## src/rtl/pc_stack_if.sv

```systemverilog
// ============================================================================
// Module   : pc_stack_if
// Brief    : Operation inputs and program-counter status outputs of pc_stack.
// Revision : 1.0
// ============================================================================
`default_nettype none

interface pc_stack_if #(
   parameter int AddrSz = 6,
   parameter int Depth  = 4,
   parameter int DW     = $clog2(Depth + 1)
);
   logic              stall;
   logic [2:0]        op;
   logic              cond;
   logic [AddrSz-1:0] offset;
   logic [AddrSz-1:0] target;
   logic [AddrSz-1:0] addr;
   logic [DW-1:0]     depth;
   logic              stack_full;
   logic              stack_empty;
   logic              err_ovf;
   logic              err_unf;

   modport master (
      output stall, op, cond, offset, target,
      input  addr, depth, stack_full, stack_empty, err_ovf, err_unf
   );

   modport slave (
      input  stall, op, cond, offset, target,
      output addr, depth, stack_full, stack_empty, err_ovf, err_unf
   );
endinterface

`default_nettype wire

```

## src/rtl/pc_stack.sv

```systemverilog
// ============================================================================
// Module   : pc_stack
// Brief    : Program counter with relative/absolute jumps and a LIFO return stack.
// Revision : 1.0
// ============================================================================
`default_nettype none

module pc_stack #(
   parameter int AddrSz = 6,
   parameter int Depth  = 4,
   parameter int DW     = $clog2(Depth + 1)
) (
   input  wire logic  clk,
   input  wire logic  reset,
   pc_stack_if.slave  bus
);
   localparam int AW = (Depth > 1) ? $clog2(Depth) : 1;

   localparam logic [2:0] OP_INC    = 3'b000;
   localparam logic [2:0] OP_BRANCH = 3'b001;
   localparam logic [2:0] OP_JUMP   = 3'b010;
   localparam logic [2:0] OP_CALL   = 3'b011;
   localparam logic [2:0] OP_RET    = 3'b100;

   localparam logic [AddrSz-1:0] ADDR_ONE   = AddrSz'(1);
   localparam logic [DW-1:0]     DEPTH_ONE  = DW'(1);
   localparam logic [DW-1:0]     DEPTH_MAX  = DW'(Depth);
   localparam logic [DW-1:0]     DEPTH_ZERO = '0;

   logic [AddrSz-1:0] addr_q, addr_d;
   logic [DW-1:0]     depth_q, depth_d;
   logic              ovf_q, ovf_d;
   logic              unf_q, unf_d;
   logic [AddrSz-1:0] stack_q [Depth];

   logic              push_en;
   logic [AW-1:0]     push_idx;
   logic [AW-1:0]     pop_idx;
   logic [AddrSz-1:0] addr_inc;
   logic              full;
   logic              empty;

   assign addr_inc = addr_q + ADDR_ONE;
   assign full     = (depth_q == DEPTH_MAX);
   assign empty    = (depth_q == DEPTH_ZERO);
   assign push_idx = depth_q[AW-1:0];
   assign pop_idx  = AW'(depth_q - DEPTH_ONE);

   always_comb begin
      addr_d  = addr_q;
      depth_d = depth_q;
      ovf_d   = ovf_q;
      unf_d   = unf_q;
      push_en = 1'b0;
      if (!bus.stall) begin
         unique case (bus.op)
            OP_BRANCH: addr_d = bus.cond ? (addr_q + bus.offset) : addr_inc;
            OP_JUMP:   addr_d = bus.target;
            OP_CALL: begin
               if (full) begin
                  ovf_d = 1'b1;
               end else begin
                  push_en = 1'b1;
                  addr_d  = bus.target;
                  depth_d = depth_q + DEPTH_ONE;
               end
            end
            OP_RET: begin
               if (empty) begin
                  unf_d = 1'b1;
               end else begin
                  addr_d  = stack_q[pop_idx];
                  depth_d = depth_q - DEPTH_ONE;
               end
            end
            // INC and the reserved encodings all advance by one
            default:   addr_d = addr_inc;
         endcase
      end
   end

   always_ff @(posedge clk) begin
      if (reset) begin
         addr_q  <= '0;
         depth_q <= '0;
         ovf_q   <= 1'b0;
         unf_q   <= 1'b0;
      end else begin
         addr_q  <= addr_d;
         depth_q <= depth_d;
         ovf_q   <= ovf_d;
         unf_q   <= unf_d;
      end
   end

   // Stack entries need no reset: only slots below depth are ever read.
   always_ff @(posedge clk) begin
      if (push_en && !reset) begin
         stack_q[push_idx] <= addr_inc;
      end
   end

   assign bus.addr        = addr_q;
   assign bus.depth       = depth_q;
   assign bus.stack_full  = full;
   assign bus.stack_empty = empty;
   assign bus.err_ovf     = ovf_q;
   assign bus.err_unf     = unf_q;

endmodule

`default_nettype wire

```

## src/flat_wrapper.sv

```systemverilog
// flat-port wrapper written by rule: the top's interface ports become plain ports
module pc_stack_flat 
#(
   parameter int AddrSz = 6,
   parameter int Depth  = 4,
   parameter int DW     = $clog2(Depth + 1)
)
  (clk, reset, bus_stall, bus_op, bus_cond, bus_offset, bus_target, bus_addr, bus_depth, bus_stack_full, bus_stack_empty, bus_err_ovf, bus_err_unf);
  pc_stack_if #(.AddrSz(AddrSz), .Depth(Depth), .DW(DW)) bus_i ();
  input  wire logic clk;
  input  wire logic reset;
  input wire logic [$bits(bus_i.stall)-1:0] bus_stall;
  input wire logic [$bits(bus_i.op)-1:0] bus_op;
  input wire logic [$bits(bus_i.cond)-1:0] bus_cond;
  input wire logic [$bits(bus_i.offset)-1:0] bus_offset;
  input wire logic [$bits(bus_i.target)-1:0] bus_target;
  output wire logic [$bits(bus_i.addr)-1:0] bus_addr;
  output wire logic [$bits(bus_i.depth)-1:0] bus_depth;
  output wire logic [$bits(bus_i.stack_full)-1:0] bus_stack_full;
  output wire logic [$bits(bus_i.stack_empty)-1:0] bus_stack_empty;
  output wire logic [$bits(bus_i.err_ovf)-1:0] bus_err_ovf;
  output wire logic [$bits(bus_i.err_unf)-1:0] bus_err_unf;
  assign bus_i.stall = bus_stall;
  assign bus_i.op = bus_op;
  assign bus_i.cond = bus_cond;
  assign bus_i.offset = bus_offset;
  assign bus_i.target = bus_target;
  assign bus_addr = bus_i.addr;
  assign bus_depth = bus_i.depth;
  assign bus_stack_full = bus_i.stack_full;
  assign bus_stack_empty = bus_i.stack_empty;
  assign bus_err_ovf = bus_i.err_ovf;
  assign bus_err_unf = bus_i.err_unf;
  pc_stack #(.AddrSz(AddrSz), .Depth(Depth), .DW(DW)) u_core (.clk(clk), .reset(reset), .bus(bus_i));
endmodule
```

## config.mk

```make
export PLATFORM = sky130hd
export DESIGN_NAME = pc_stack_flat
export DESIGN_NICKNAME = d
export VERILOG_FILES = /design/src/rtl/pc_stack_if.sv /design/src/rtl/pc_stack.sv /design/src/flat_wrapper.sv
export SDC_FILE = /design/constraint.sdc
export NUM_CORES = 1
export LEC_CHECK = 0
export ABC_CLOCK_PERIOD_IN_PS = 5800
export CAP_MARGIN = 20
export CORE_MARGIN = 5
export CORE_UTILIZATION = 43
export DETAILED_ROUTE_END_ITERATION = 8
export PLACE_DENSITY = 0.66
export SYNTH_ARGS = -nofsm -noshare
export SYNTH_HDL_FRONTEND = slang
export SYNTH_SLANG_ARGS = --single-unit
```

## constraint.sdc

```tcl
create_clock -name clk -period 5.8 [get_ports clk]
set_input_delay 0.87 -clock clk [delete_from_list [all_inputs] [get_ports clk]]
set_output_delay 0.87 -clock clk [all_outputs]
set_load 0.01 [all_outputs]
```

==> results of run 1 <==
report_power, final:
| part | leakage, nW | internal [mW] | total, mW | switching (mW) |
|---|---|---|---|---|
| combinational | 0.530 | 0.0548 | 0.110 | 0.0553 |
| clock | 0.0587 | 0.130 | 0.223 | 0.0928 |
| sequential | 0.309 | 0.275 | 0.284 | 0.00919 |
| total | 0.898 | 0.460 | 0.617 | 0.157 |
metal layers:
metal	track usage [%]	part of all wire, %	wire, µm	up-vias
met5	0	0	0	-
met2	24.3	47	2100	41
met4	4.98	1.7	77	0
met1	19.8	46	2060	713
li1	-	-	-	731
met3	4.31	4.7	208	10
cells by family (layout without fill, tap and decap cells):
family / count (synthesis) / in the layout / share of synthesized area, %
buffers and inverters: 16 / 46 / 3.87
XOR/XNOR: 10 / 10 / 4.30
multiplexers: 12 / 12 / 9.71
flip-flops: 35 / 35 / 46.2
adder cells (fa/ha/maj): 12 / 12 / 7.74
AND/OR/NAND/NOR: 61 / 61 / 17.1
AO/OA/AOI/OAI: 34 / 34 / 11.1
worst max-delay path, stage by stage (launching register included):
cell,delay [ns]
dfxtp_1,0.67
inv_1,0.20
ha_1,0.30
and2_1,0.21
clkdlybuf4s50_1,0.48
sequential cells by signal, summed over array words and instances, names as in the netlist:
signal and count:
u_core.bus.depth 3, u_core.bus.err_unf 1, u_core.stack_q 24, u_core.bus.err_ovf 1
u_core.bus.addr 6
cells in the final DEF (no fill, tap or decap), types with 3 or more instances in the layout:
| master | instances |
|---|---|
| nand2_1 | 14 |
| nor2_1 | 10 |
| xor2_1 | 5 |
| mux2i_1 | 4 |
| o21ai_1 | 3 |
| clkdlybuf4s50_1 | 31 |
| nand2b_1 | 3 |
| xnor2_1 | 5 |
| mux4_2 | 6 |
| ha_1 | 11 |
| edfxtp_1 | 24 |
| a311oi_1 | 3 |
| a31oi_1 | 3 |
| clkbuf_8 | 5 |
| nor4b_1 | 3 |
| and2_1 | 8 |
| nand3_1 | 6 |
| dfxtp_1 | 11 |
| inv_1 | 7 |
| or3_1 | 3 |
| o211ai_1 | 3 |
| a21oi_1 | 10 |
path summary, 6_finish.rpt:
| path | from | end | depth (start not counted) |
|---|---|---|---|
| max | u_core.bus.depth[0] | bus_stack_full | 4 |
| min | u_core.bus.err_unf | u_core.bus.err_unf | 2 |
| max reg2reg | u_core.bus.depth[0] | u_core.stack_q[3][2] | 5 |
| min reg2reg | u_core.bus.err_unf | u_core.bus.err_unf | 2 |
cells in the mapped netlist, types with 4 or more instances:
cell and number:
inv_1 7, xnor2_1 5, nand3_1 6, xor2_1 5
mux4_2 6, nand2_1 14, dfxtp_1 11, ha_1 11
and2_1 8, nor2_1 10, mux2i_1 4, a21oi_1 10
edfxtp_1 24
through the flow:
stage	setup WS (ns)	std cells	util (%)
after floorplan	3.46	180	-
after global placement	2.71	256	50.7
after detailed placement	2.52	256	50.7
after CTS	2.74	264	53.2
after global routing	2.61	264	53.2
final	2.77	264	53.2
final cells by class:
cell class | instances | area share, %
Clock inverter | 3 | 1.92
Timing Repair Buffer | 31 | 12.5
Inverter | 7 | 1.06
Sequential cell | 35 | 38.0
Tap cell | 54 | 2.73
Clock buffer | 5 | 2.78
Multi-Input combinational cell | 129 | 41.0
==> results.json, run 1 <==
{
  "end_kind": "output pin",
  "grt-ovfl-total": 0,
  "yosysTopAreaCell": "edfxtp_1",
  "cts-buffers-inserted": 5,
  "drt_iter0_drc": 105,
  "place.gp.congestion": 0.877,
  "timing.final.crit_share_pct": 52.2,
  "fin_setup_tns_ns": 0,
  "slew_headroom_pct": 56.1,
  "fin_area_mm2": 0.00248,
  "clk_latency_ns": 0.29,
  "yosys-top-cells-area": "edfxtp_1 35%, dfxtp_1 11%, ha_1 6.8%, mux4_2 6.6%, nand2_1 2.6%",
  "wl_um": 4440,
  "dr.pass1.iters": 4,
  "cts.sinks": 35,
  "drive_gt1_share_pct": 9.05,
  "critPathKind": "flip-flop to output pin",
  "synth.net_count": 211,
  "crit_required_ns": 4.93,
  "avgSynthCellArea_um2": 11.3,
  "io_buffers": 31,
  "critPathMaxFanout": 10,
  "finalSetupViolCount": 0,
  "post-route-min-period_ns": 3.03,
  "clk_pin_slew_worst_paths_ns": 0.08,
  "async_flop_share_pct": 0,
  "rrSetupSlack_ns": 3.18,
  "clock_path_buffers": 2,
  "cts_tree": "done",
  "antenna_found_initial": 0,
  "status": "complete, no violations",
  "num_rows": 25,
  "yosys_warnings": 0,
  "ioPinCount": 32,
  "grt_pass1_vias": 1486,
  "regArea_um2": 941,
  "cts_setup_buffers": 0,
  "power_uw": 617,
  "grt.total_usage_pct": 15.2,
  "core_area_mm2": 0.00466,
  "design.die.area_mm2": 0.00621,
  "fillers": 392,
  "grt_pass1_wl_um": 7220,
  "fmax_ghz": 0.331,
  "htree_levels": 2,
  "place_area_mm2": 0.00236,
  "irDropWorstVdd_v": 0.000191,
  "rsz0062_at_grt": "false",
  "finClkSkew_ns": 0.00830,
  "layout.nets": 240,
  "p_leak_nw": 0.898,
  "area_growth_pct": 21.7,
  "critPathArrivalTime_ns": 2.16,
  "fp.dieW_um": 78.8,
  "cts-resized-gates": 0,
  "synth_edf_count": 24,
  "timing.hold.ws_ns": 0.483,
  "postRouteAntennaNets": 0,
  "routed_via_density": 5.66,
  "grt_max_degree": 21,
  "wl_per_cell_um": 16.8,
  "antenna_cells": 0,
  "yosysSeqAreaShare_pct": 46.2,
  "tightest_slew_ns": 0.656,
  "worstSetupStartpointType": "flip-flop",
  "dieHeight_um": 78.8,
  "synthCells": 180,
  "drc": 0,
  "slew_viol_final": 0,
  "synthFlopType": "edfxtp_1",
  "synth.cell_area_mm2": 0.00204,
  "vias": 1495,
  "drv_cap": 0,
  "synth_top_area_share_pct": 35.4,
  "cts_root_buf": "clkbuf_8",
  "multi_input_area_mm2": 0.00102,
  "hold_viol": 0,
  "dp_hpwl_um": 3440,
  "hold_path.class": "flip-flop to flip-flop",
  "cts_hold_buffers": 0,
  "synth_seq_cells": 35,
  "start_util_pct": 43.7,
  "p_per_area_mw_per_mm2": 249,
  "synth_cell_types": 50
}
(Power assumes the default switching activity.)
==> run 2: changes to the inputs <==
--- a/config.mk
+++ b/config.mk
@@ -5,12 +5,12 @@
 export SDC_FILE = /design/constraint.sdc
 export NUM_CORES = 1
 export LEC_CHECK = 0
-export ABC_CLOCK_PERIOD_IN_PS = 5800
+export ABC_CLOCK_PERIOD_IN_PS = 2600
 export CAP_MARGIN = 20
 export CORE_MARGIN = 5
 export CORE_UTILIZATION = 43
 export DETAILED_ROUTE_END_ITERATION = 8
-export PLACE_DENSITY = 0.66
+export PLACE_DENSITY = 0.69
 export SYNTH_ARGS = -nofsm -noshare
 export SYNTH_HDL_FRONTEND = slang
 export SYNTH_SLANG_ARGS = --single-unit
==> constraint.sdc (replaced) <==
create_clock -name clk -period 2.6 [get_ports clk]
set_input_delay 0.39 -clock clk [delete_from_list [all_inputs] [get_ports clk]]
set_output_delay 0.39 -clock clk [all_outputs]
set_load 0.01 [all_outputs]
==> results.json, run 2 (same netlist as run 1, synthesis figures left out) <==
{
  "timing.final.crit_share_pct": 84.0,
  "dr.pass1.iters": 4,
  "cts-buffers-inserted": 5,
  "dieHeight_um": 78.8,
  "seq_power_share_pct": 48.9,
  "layout_common_cells": "31 x clkdlybuf4s50_1, 24 x edfxtp_1, 14 x nand2_1",
  "cts_root_buf": "clkbuf_8",
  "cts.sinks": 35,
  "cts-resized-gates": 0,
  "post-route-min-period_ns": 2.18,
  "p_per_area_mw_per_mm2": 515,
  "fin_setup_tns_ns": 0,
  "clock_path_buffers": 2,
  "fin_cells": 270,
  "clk_pin_slew_worst_paths_ns": 0.07,
  "cp_slowest_cell": "clkdlybuf4s50_1",
  "largest_register": "u_core.stack_q",
  "intPower_uw": 932,
  "wl_um": 4470,
  "hold_viol": 0,
  "vias": 1501,
  "place_ws_ns": 0.253,
  "wl_per_cell_um": 16.6,
  "largest_reg_flops": 24,
  "switching_share_pct": 27.6,
  "drt_iter0_drc": 135,
  "hold_path.class": "flip-flop to flip-flop",
  "dp_hpwl_um": 3410,
  "worstSetupStartpointType": "flip-flop",
  "grt_max_degree": 17,
  "core_area_mm2": 0.00466,
  "fillers": 407,
  "p_sw_uw": 356,
  "antenna_cells": 0,
  "grt_pass1_vias": 1494,
  "routed_via_density": 5.56,
  "irDropWorstVdd_v": 0.000391,
  "final_common_cell": "clkdlybuf4s50_1",
  "critPathMaxFanout": 5,
  "htree_levels": 2,
  "cts_setup_buffers": 0,
  "p_leak_nw": 0.913,
  "postRouteAntennaNets": 0,
  "place_inst": 262,
  "critPathArrivalTime_ns": 1.79,
  "start_util_pct": 43.7,
  "finalSetupViolCount": 0,
  "design.die.area_mm2": 0.00621,
  "grt-ovfl-total": 0,
  "clk_latency_ns": 0.29,
  "place.gp.congestion": 0.786,
  "tightest_slew_ns": 0.455,
  "fp.dieW_um": 78.8,
  "status": "complete, no violations",
  "finClkSkew_ns": 0.00936,
  "crit_chain": "inv_1 > ha_1 > nor2b_1 > clkdlybuf4s50_1",
  "crit_required_ns": 2.21,
  "antenna_found_initial": 0,
  "layout.nets": 246,
  "startpoint": "u_core.bus.depth[1]",
  "pwr-share-clk_pct": 31.4,
  "grt_pass1_wl_um": 7410,
  "ioPinCount": 32,
  "critPathKind": "flip-flop to output pin",
  "cts_tree": "done",
  "power_mw": 1.29,
  "slew_viol_final": 0,
  "min_from": "u_core.bus.err_ovf",
  "num_rows": 25,
  "slowest_delay_ns": 0.59,
  "end_kind": "output pin",
  "combPwrFrac_pct": 19.8,
  "r2r_start": "u_core.bus.depth[1]",
  "drv_cap": 0,
  "area_growth_pct": 22.8,
  "rsz0062_at_grt": "false",
  "cts_hold_buffers": 0,
  "utilization_pct": 53.7,
  "slew_headroom_pct": 69.6,
  "io_buffers": 31,
  "drc": 0,
  "drive_gt1_share_pct": 11.6,
  "fmax_ghz": 0.458,
  "fin_ws_ns": 0.416,
  "grt.total_usage_pct": 15.6
}
[run 2: cell types whose count changed in the layout (fill, tap and decap cells not counted)]
cell / delta
inv_6: -1
clkinv_4: +1
buf_4: +6
bufinv_16: -1
clkinvlp_4: +1
[run 2: critical path, delay by kind of cell, from the launching register on]
kind,cells,cell delay (ns)
and+or+nand+nor,1,0.22
DFF,1,0.36
buffers and inverters,2,0.70
adders and majority gates,1,0.23
[run 2: routing by layer]
metal	track usage [%]	wire (µm)	vias up
met4	5.33	63	0
met1	20.8	1990	708
li1	-	-	744
met3	4.42	287	8
met5	0	0	-
met2	24.3	2130	41
[run 2: area by class of cell]
| type | count | area (µm²) | share of cell area (%) |
|---|---|---|---|
| multi-input cells | 129 | 1020 | 40.7 |
| flip-flops and latches | 35 | 941 | 37.6 |
| repair buffers | 37 | 355 | 14.2 |
| clock buffers | 5 | 68.8 | 2.75 |
| well taps | 54 | 67.6 | 2.70 |
| inverters | 7 | 26.3 | 1.05 |
| clock inverters | 3 | 25.0 | 1.00 |
[run 2: per-stage QoR]
stage               hold WS [ns]  area (µm²)
finish                     0.490        2500
global route               0.533        2500
CTS                        0.486        2500
detailed placement         0.465        2410
global placement           0.459        2410
floorplan                  0.503        2040
[run 2: path summary, 6_finish.rpt]
path,endpoint,slack [ns],cells past startpoint
max,bus_stack_empty,0.42,4
min,u_core.bus.err_ovf,0.49,2
max reg2reg,u_core.bus.addr[5],0.52,7
min reg2reg,u_core.bus.err_ovf,0.49,2
[run 2: power groups by stage]
stage	clock network, mW	registers [mW]	logic (mW)
after floorplan	0	0.644	0.155
after global placement	0	0.642	0.251
after detailed placement	0	0.642	0.255
after CTS	0.413	0.629	0.257
after global routing	0.439	0.632	0.281
final	0.404	0.629	0.254
==> run 3: changes to the inputs <==
--- a/config.mk
+++ b/config.mk
@@ -5,7 +5,7 @@
 export SDC_FILE = /design/constraint.sdc
 export NUM_CORES = 1
 export LEC_CHECK = 0
-export ABC_CLOCK_PERIOD_IN_PS = 2600
+export ABC_CLOCK_PERIOD_IN_PS = 2000
 export CAP_MARGIN = 20
 export CORE_MARGIN = 5
 export CORE_UTILIZATION = 43
==> constraint.sdc (replaced) <==
create_clock -name clk -period 2 [get_ports clk]
set_input_delay 0.3 -clock clk [delete_from_list [all_inputs] [get_ports clk]]
set_output_delay 0.3 -clock clk [all_outputs]
set_load 0.01 [all_outputs]
==> results.json, run 3 (same netlist as run 1, synthesis figures left out) <==
{
  "finClkSkew_ns": 0.00918,
  "num_rows": 25,
  "critPathKind": "flip-flop to flip-flop",
  "core_area_mm2": 0.00466,
  "p_leak_nw": 1.09,
  "place_area_mm2": 0.00263,
  "place_inst": 288,
  "hold_path.class": "flip-flop to flip-flop",
  "p_sw_uw": 475,
  "status": "complete, no violations",
  "timing.final.crit_share_pct": 94.7,
  "grt-ovfl-total": 0,
  "antenna_cells": 0,
  "hold_path_depth": 2,
  "switching_share_pct": 25.6,
  "antenna_found_initial": 0,
  "irDropWorstVdd_v": 0.000373,
  "combPwrFrac_pct": 21.8,
  "tightest_slew_ns": 0.472,
  "cp_slowest_cell": "fa_2",
  "ff2ff_path_depth": 6,
  "slew_viol_final": 0,
  "layout_common_cells": "31 x buf_4, 28 x clkdlybuf4s50_1, 24 x edfxtp_1",
  "grt_max_degree": 17,
  "grt_pass1_wl_um": 7790,
  "rsz0062_at_grt": "false",
  "crit_cells": 6,
  "postRouteAntennaNets": 0,
  "fp.dieW_um": 78.8,
  "io_buffers": 31,
  "dp_hpwl_um": 3680,
  "crit_chain": "ha_2 > fa_2 > mux2_4 > mux2_2 > o211ai_1 > a21oi_1",
  "design.die.area_mm2": 0.00621,
  "worstSetupStartpointType": "flip-flop",
  "drt_iter0_drc": 108,
  "crit_required_ns": 2.18,
  "clk_pin_slew_worst_paths_ns": 0.07,
  "cts_tree": "done",
  "cts.sinks": 35,
  "wl_per_cell_um": 16.3,
  "final_common_cell": "buf_4",
  "grt.total_usage_pct": 16.5,
  "cts-buffers-inserted": 5,
  "path_buf_inv": 0,
  "dr.pass1.iters": 4,
  "cts_root_buf": "clkbuf_8",
  "htree_levels": 2,
  "vias": 1627,
  "grt_pass1_vias": 1664,
  "pwr-share-clk_pct": 34.5,
  "hold_viol": 0,
  "fin_area_mm2": 0.00279,
  "fmax_ghz": 0.528,
  "power_mw": 1.85,
  "cp_top_family": "adder cells",
  "start_util_pct": 43.7,
  "drv_cap": 0,
  "largest_register": "u_core.stack_q",
  "clock_path_buffers": 2,
  "cts_hold_buffers": 0,
  "dieHeight_um": 78.8,
  "fin_cells": 297,
  "seq_power_share_pct": 43.7,
  "clk_latency_ns": 0.30,
  "wl_um": 4840,
  "place.gp.congestion": 0.818,
  "p_per_area_mw_per_mm2": 666,
  "drc": 0,
  "slowest_delay_ns": 0.45,
  "slew_headroom_pct": 68.4,
  "ioPinCount": 32,
  "layout.nets": 273,
  "area_growth_pct": 36.8,
  "post-route-min-period_ns": 1.89,
  "finalSetupViolCount": 0,
  "critPathMaxFanout": 2,
  "end_kind": "flip-flop",
  "largest_reg_flops": 24,
  "drive_gt1_share_pct": 24.7,
  "intPower_mw": 1.38,
  "critPathArrivalTime_ns": 2.07,
  "routed_via_density": 5.48
}
[run 3: cell count changes in the layout (fill, tap and decap cells not counted), sizes merged]
cell / delta
clkdlybuf4s50: -3
bufinv: +1
clkinvlp: -1
dlygate4sd2: +2
dlymetal6s2s: +1
buf: +27
[run 3: power groups by stage]
stage	sequential (mW)	clock (mW)	combinational, mW
3_3_place_gp	0.826	0	0.379
5_1_grt	0.812	0.684	0.440
2_1_floorplan	0.837	0	0.205
3_5_place_dp	0.826	0	0.384
6_report	0.810	0.641	0.404
4_1_cts	0.810	0.653	0.385
[run 3: final cells by class]
type / instances / area (µm²)
tap: 54 / 67.6
multi-input combinational: 129 / 1050
sequential: 35 / 942
clock buffer: 5 / 68.8
timing repair buffer: 64 / 583
fill: 397 / 1870
inverter: 7 / 26.3
clock inverter: 3 / 43.8
[run 3: metrics by stage]
step | utilization [%] | hold WS (ns) | worst slack (ns) | TNS [ns]
final | 59.8 | 0.477 | 0.106 | 0
after global placement | 56.4 | 0.454 | -0.245 | -0.824
after global routing | 59.8 | 0.528 | 0.0158 | 0
after detailed placement | 56.4 | 0.465 | -0.290 | -0.988
after CTS | 58.8 | 0.487 | 0.0180 | 0
after floorplan | - | 0.474 | 0.0160 | 0
[run 3: worst paths after layout]
check                          start                 end  slack, ns
setup / recovery  u_core.bus.addr[0]  u_core.bus.addr[1]       0.11
hold / removal    u_core.bus.err_ovf  u_core.bus.err_ovf       0.48
setup reg to reg  u_core.bus.addr[0]  u_core.bus.addr[1]       0.11
hold reg to reg   u_core.bus.err_ovf  u_core.bus.err_ovf       0.48
[run 3: what timing repair did]
item	4_1_cts	5_1_grt
buffers inserted	0	1
endpoints found under the setup margin	2	3
pin swaps	0	5
gates resized for setup	3	8
[run 3: worst register-to-register path, delay by kind of cell, from the launching register on]
kind	cells	cell delay, ns
fa+ha+maj	2	0.65
mux	2	0.53
flops	1	0.32
compound gates	2	0.28
[run 3: layer usage]
| metal | up-vias | share of wire [%] | track usage [%] |
|---|---|---|---|
| met5 | - | 0 | 0 |
| met1 | 799 | 45 | 21.5 |
| met3 | 5 | 4.4 | 3.51 |
| met2 | 30 | 49 | 27.0 |
| met4 | 0 | 0.99 | 5.84 |
| li1 | 793 | - | - |
